[config.mk]
export PLATFORM = sky130hd
export DESIGN_NAME = p2s_ser
export DESIGN_NICKNAME = d
export VERILOG_FILES = /design/src/rtl/p2s_ser.sv
export SDC_FILE = /design/constraint.sdc
export NUM_CORES = 1
export LEC_CHECK = 0
export CAP_MARGIN = 10
export CORE_AREA = 10 10 78 67
export CTS_CLUSTER_DIAMETER = 50
export DETAILED_ROUTE_END_ITERATION = 6
export DIE_AREA = 0 0 88 77
export GPL_ROUTABILITY_DRIVEN = 0
export PLACE_DENSITY = 0.52
export SETUP_SLACK_MARGIN = 0.2
export SLEW_MARGIN = 10
export SYNTH_ARGS = -nofsm -noshare
export SYNTH_HDL_FRONTEND = slang
export SYNTH_SLANG_ARGS = --single-unit
[constraint.sdc]
create_clock -name clk -period 2 [get_ports clk]
set_input_delay 0.4 -clock clk [delete_from_list [all_inputs] [get_ports clk]]
set_output_delay 0.4 -clock clk [all_outputs]
set_load 0.05 [all_outputs]
[src/rtl/p2s_ser.sv]
// p2s_ser - parallel-to-serial framer.
//
// Accepts BIT-wide words through a valid/ready handshake into a one-word
// holding register, then shifts each word out MSB first on dext, one bit per
// clock. A word waiting in the holding register is loaded into the shifter on
// the same edge the previous word's LSB finishes, so back-to-back words form
// a gap-free stream of BIT-bit frames.
//
// Parameters:
//   BIT         parallel word width and number of bits per serial frame
//   IDLE_LEVEL  level driven on dext while no word is being shifted
//
// Ports:
//   clk        single clock, all state updates on the rising edge
//   rst_n      asynchronous active-low reset
//   din        parallel word offered for transfer
//   din_valid  din holds a word offered for transfer
//   din_ready  block can accept a word on the coming edge
//   dext       registered serial output, MSB first
//   frame      registered, high while dext carries the MSB of a word
//   busy       high while the shifter holds a word
module p2s_ser #(
    parameter int   BIT        = 10,
    parameter logic IDLE_LEVEL = 1'b0
) (
    input  logic           clk,
    input  logic           rst_n,
    input  logic [BIT-1:0] din,
    input  logic           din_valid,
    output logic           din_ready,
    output logic           dext,
    output logic           frame,
    output logic           busy
);

    localparam int             CW       = (BIT > 1) ? $clog2(BIT) : 1;
    localparam logic [CW-1:0]  CNT_LAST = CW'(BIT - 1);

    typedef enum logic {
        IDLE,
        SHIFT
    } state_t;

    state_t         state, state_nxt;
    logic [BIT-1:0] hold, hold_nxt;
    logic           hold_full, hold_full_nxt;
    logic [BIT-1:0] shreg, shreg_nxt;
    logic [CW-1:0]  cnt, cnt_nxt;
    logic           dext_nxt;
    logic           frame_nxt;
    logic           xfer;
    logic           accept;

    // The held word moves into the shifter whenever the shifter is empty or
    // is emitting its last bit this cycle. Because xfer is built only from
    // registers, din_ready never combinationally depends on din_valid.
    assign xfer      = hold_full && ((state == IDLE) || (cnt == CNT_LAST));
    assign din_ready = !hold_full || xfer;
    assign accept    = din_valid && din_ready;
    assign busy      = (state == SHIFT);

    // Holding register next-state. An accept on the same edge as an xfer
    // wins, so the freshly accepted word stays held while the old one moves
    // into the shifter.
    always_comb begin
        hold_nxt      = hold;
        hold_full_nxt = hold_full;
        if (accept) begin
            hold_nxt      = din;
            hold_full_nxt = 1'b1;
        end else if (xfer) begin
            hold_full_nxt = 1'b0;
        end
    end

    // Shifter state machine next-state and registered outputs. dext always
    // shows the MSB of the shifter contents after the edge, so loading
    // presents bit BIT-1 immediately and each left shift exposes the next bit.
    always_comb begin
        state_nxt = state;
        shreg_nxt = shreg;
        cnt_nxt   = cnt;
        dext_nxt  = IDLE_LEVEL;
        frame_nxt = 1'b0;
        case (state)
            IDLE: begin
                if (xfer) begin
                    state_nxt = SHIFT;
                    shreg_nxt = hold;
                    cnt_nxt   = '0;
                    dext_nxt  = hold[BIT-1];
                    frame_nxt = 1'b1;
                end
            end
            SHIFT: begin
                if (cnt == CNT_LAST) begin
                    if (xfer) begin
                        shreg_nxt = hold;
                        cnt_nxt   = '0;
                        dext_nxt  = hold[BIT-1];
                        frame_nxt = 1'b1;
                    end else begin
                        state_nxt = IDLE;
                    end
                end else begin
                    shreg_nxt = shreg << 1;
                    cnt_nxt   = cnt + CW'(1);
                    dext_nxt  = shreg_nxt[BIT-1];
                end
            end
            default: begin
                state_nxt = IDLE;
            end
        endcase
    end

    // State register. Reset drops both the word in the shifter and the held
    // word, and returns dext to the idle level without waiting for a clock.
    always_ff @(posedge clk or negedge rst_n) begin
        if (!rst_n) begin
            state     <= IDLE;
            hold      <= '0;
            hold_full <= 1'b0;
            shreg     <= '0;
            cnt       <= '0;
            dext      <= IDLE_LEVEL;
            frame     <= 1'b0;
        end else begin
            state     <= state_nxt;
            hold      <= hold_nxt;
            hold_full <= hold_full_nxt;
            shreg     <= shreg_nxt;
            cnt       <= cnt_nxt;
            dext      <= dext_nxt;
            frame     <= frame_nxt;
        end
    end

endmodule

==> results.sh <==
export IMPL_status="completed"
export IMPL_cts_root_buf="clkbuf_8"
export IMPL_cts_made_buffers=3
export IMPL_grt_max_degree=28
export IMPL_die_h_um=77
export IMPL_synth_area_um2=1240
export IMPL_layout_setup_ws_ps=213
export IMPL_rsz0062_at_grt="yes"
export IMPL_final_cell_mix="26 x dfrtp_1, 12 x clkdlybuf4s50_1, 12 x buf_4"
export IMPL_finalSetupTns_ps=0
export IMPL_wirelength_um=2550
export IMPL_clock_skew_ps=9.02
export IMPL_io_buffers=16
export IMPL_critPathKind="reg2out"
export IMPL_hold_viol=0
export IMPL_critPathMaxFanout=4
export IMPL_relSlewSlack_pct=67.5
export IMPL_hp_class="in2async"
export IMPL_synth_cells=99
export IMPL_r2r_start="cnt[1]$_DFF_PN0_"
export IMPL_p_per_area_nw_per_um2=1480
export IMPL_vias_per_cell=4.81
export IMPL_vdd_ir_drop_max_mv=0.927
export IMPL_clk_latency_ps=270
export IMPL_cts_tree="built"
export IMPL_post_route_drc_count=0
export IMPL_hpwl_um=1690
export IMPL_cap_violations=0
export IMPL_area_growth_syn_to_layout_pct=27.1
export IMPL_critPathLaunchType="flip-flop"
export IMPL_finalNetCount=139
export IMPL_synth_seq_area_share_pct=54.6
export IMPL_avgRoutedWirePerCell_um=15.3
export IMPL_r2r_end="hold[8]$_DFFE_PN0P_"
export IMPL_placementRows=20
export IMPL_synth_distinct_cells=25
export IMPL_mostFrequentLayoutCell="dfrtp_1"
export IMPL_avgSynthCellArea_um2=12.5
export IMPL_cp_arrival_ps=1390
export IMPL_worst_pin_slew_ps=490
export IMPL_drive_gt1_share_pct=28.5
export IMPL_core_um2=3680
export IMPL_synth_fp_nets=114
export IMPL_critPathCaptureType="primary output"
export IMPL_htreeDepth=1
export IMPL_dpl_worst_slack_ps=69.3
export IMPL_cts_buffer_depth=2
export IMPL_fillers=341
export IMPL_vias=804
export IMPL_finalMaxSlewViolations=0
export IMPL_clk_pin_slew_ps=100
export IMPL_period_minus_slack_ps=1790
export IMPL_post_route_util_pct=42.8
export IMPL_antenna_found_initial=0
export IMPL_ios=17
export IMPL_synth_warnings=0
export IMPL_grt_usage_pct=8.07
export IMPL_n_antenna_cell=0
export IMPL_setup_viol=0
export IMPL_clock_fmax_mhz=560
export IMPL_r2r_slack_ps=430
export IMPL_cp_data_required_time_ps=1600
export IMPL_grt_pass1_wl_um=4460
export IMPL_fin_crit_sh_pct=89.3
export IMPL_start_util_pct=33.6
export IMPL_grt_pass1_vias=840
export IMPL_die_area_um2=6780
export IMPL_reg2regPathDepth=5
export IMPL_drtIter0Drc=42
export IMPL_cts_hold_buffers=0
export IMPL_gr_total_overflow=0
export IMPL_clock_sink_count=27
export IMPL_drt_first_pass_iters=2
export IMPL_dieWidth_um=88
export IMPL_synth_seq_cells=27
export IMPL_final_antenna_net_count=0
export IMPL_p_leak_nw=0.800
registers in the layout (all words and copies together) (netlist names):
name,count
hold,10
shreg,9
cnt,4
busy,1
dext,1
frame,1
hold_full,1
critical path, cell delays in order (launching register included):
cell	delay, ps
dfrtp_1	400
inv_2	80
ha_4	150
nand3b_4	100
and2_4	180
nand2_4	70
buf_12	130
final cells by class:
cell class	count	area (µm²)	area share (%)
Clock buffer	3	41.3	2.63
Multi-Input combinational cell	62	536	34.0
Clock inverter	1	5.00	0.318
Timing Repair Buffer	27	248	15.8
Sequential cell	27	677	43.0
Inverter	3	11.3	0.716
Tap cell	44	55.1	3.50
per-stage QoR:
stage	area [µm²]	hold WS, ps	total power [W]	std cells
after detailed placement	1460	504	0.00193	157
final	1570	492	0.00233	167
after global placement	1460	498	0.00189	157
after CTS	1550	502	0.00232	165
after global routing	1570	524	0.00251	167
after floorplan	1240	104	0.00165	99
cells by family after synthesis:
| family | share of synthesized area (%) |
|---|---|
| multiplexers | 21.1 |
| flip-flops | 54.6 |
| adder cells (fa/ha/maj) | 2.02 |
| XOR/XNOR | 0.708 |
| AO/OA/AOI/OAI | 7.99 |
| AND/OR/NAND/NOR | 9.61 |
| buffers and inverters | 3.94 |
metal layers:
layer  wire [µm]  GRT usage (%)
met4          12           1.43
met5           0              0
met2        1000           10.9
met1        1350           11.3
met3         184           3.91
what timing repair did:
item,CTS,global route
endpoints found under the setup margin,13,11
buffers inserted,4,2
gates resized for setup,6,2
power breakdown:
part | switching (W) | leakage (nW) | internal, W
registers | 0.000153 | 0.330 | 0.000779
clock network | 0.000171 | 0.0255 | 0.000140
logic | 0.000484 | 0.444 | 0.000604
how the worst max path moves through the flow:
stage	startpoint	end	slack (ps)	depth (start not counted)
detailed placement	din_valid	hold[8]$_DFFE_PN0P_	70	4
CTS	cnt[1]$_DFF_PN0_	din_ready	190	6
global placement	din_valid	hold[6]$_DFFE_PN0P_	120	4
floorplan	busy$_DFF_PN0_	din_ready	220	4
finish	cnt[1]$_DFF_PN0_	din_ready	210	6
global route	cnt[1]$_DFF_PN0_	din_ready	130	6
cells in the mapped netlist, drive strengths merged:
cell / count / share of area [%]
dfrtp: 27 / 55
a21o: 1 / 0.61
a31oi: 1 / 0.51
a21oi: 1 / 0.40
a21boi: 1 / 0.61
clkbuf: 3 / 0.91
o31ai: 1 / 0.61
nand3b: 2 / 2.2
o22ai: 1 / 0.51
nand3: 10 / 4.0
inv: 3 / 0.91
and2: 2 / 1.0
nor2: 1 / 0.30
buf: 4 / 2.1
a31o: 1 / 0.71
mux2i: 10 / 8.1
o21ai: 10 / 4.0
ha: 2 / 2.0
xor2: 1 / 0.71
mux2: 11 / 13
nand2: 5 / 1.5
nor2b: 1 / 0.51
(Power assumes the default switching activity.)
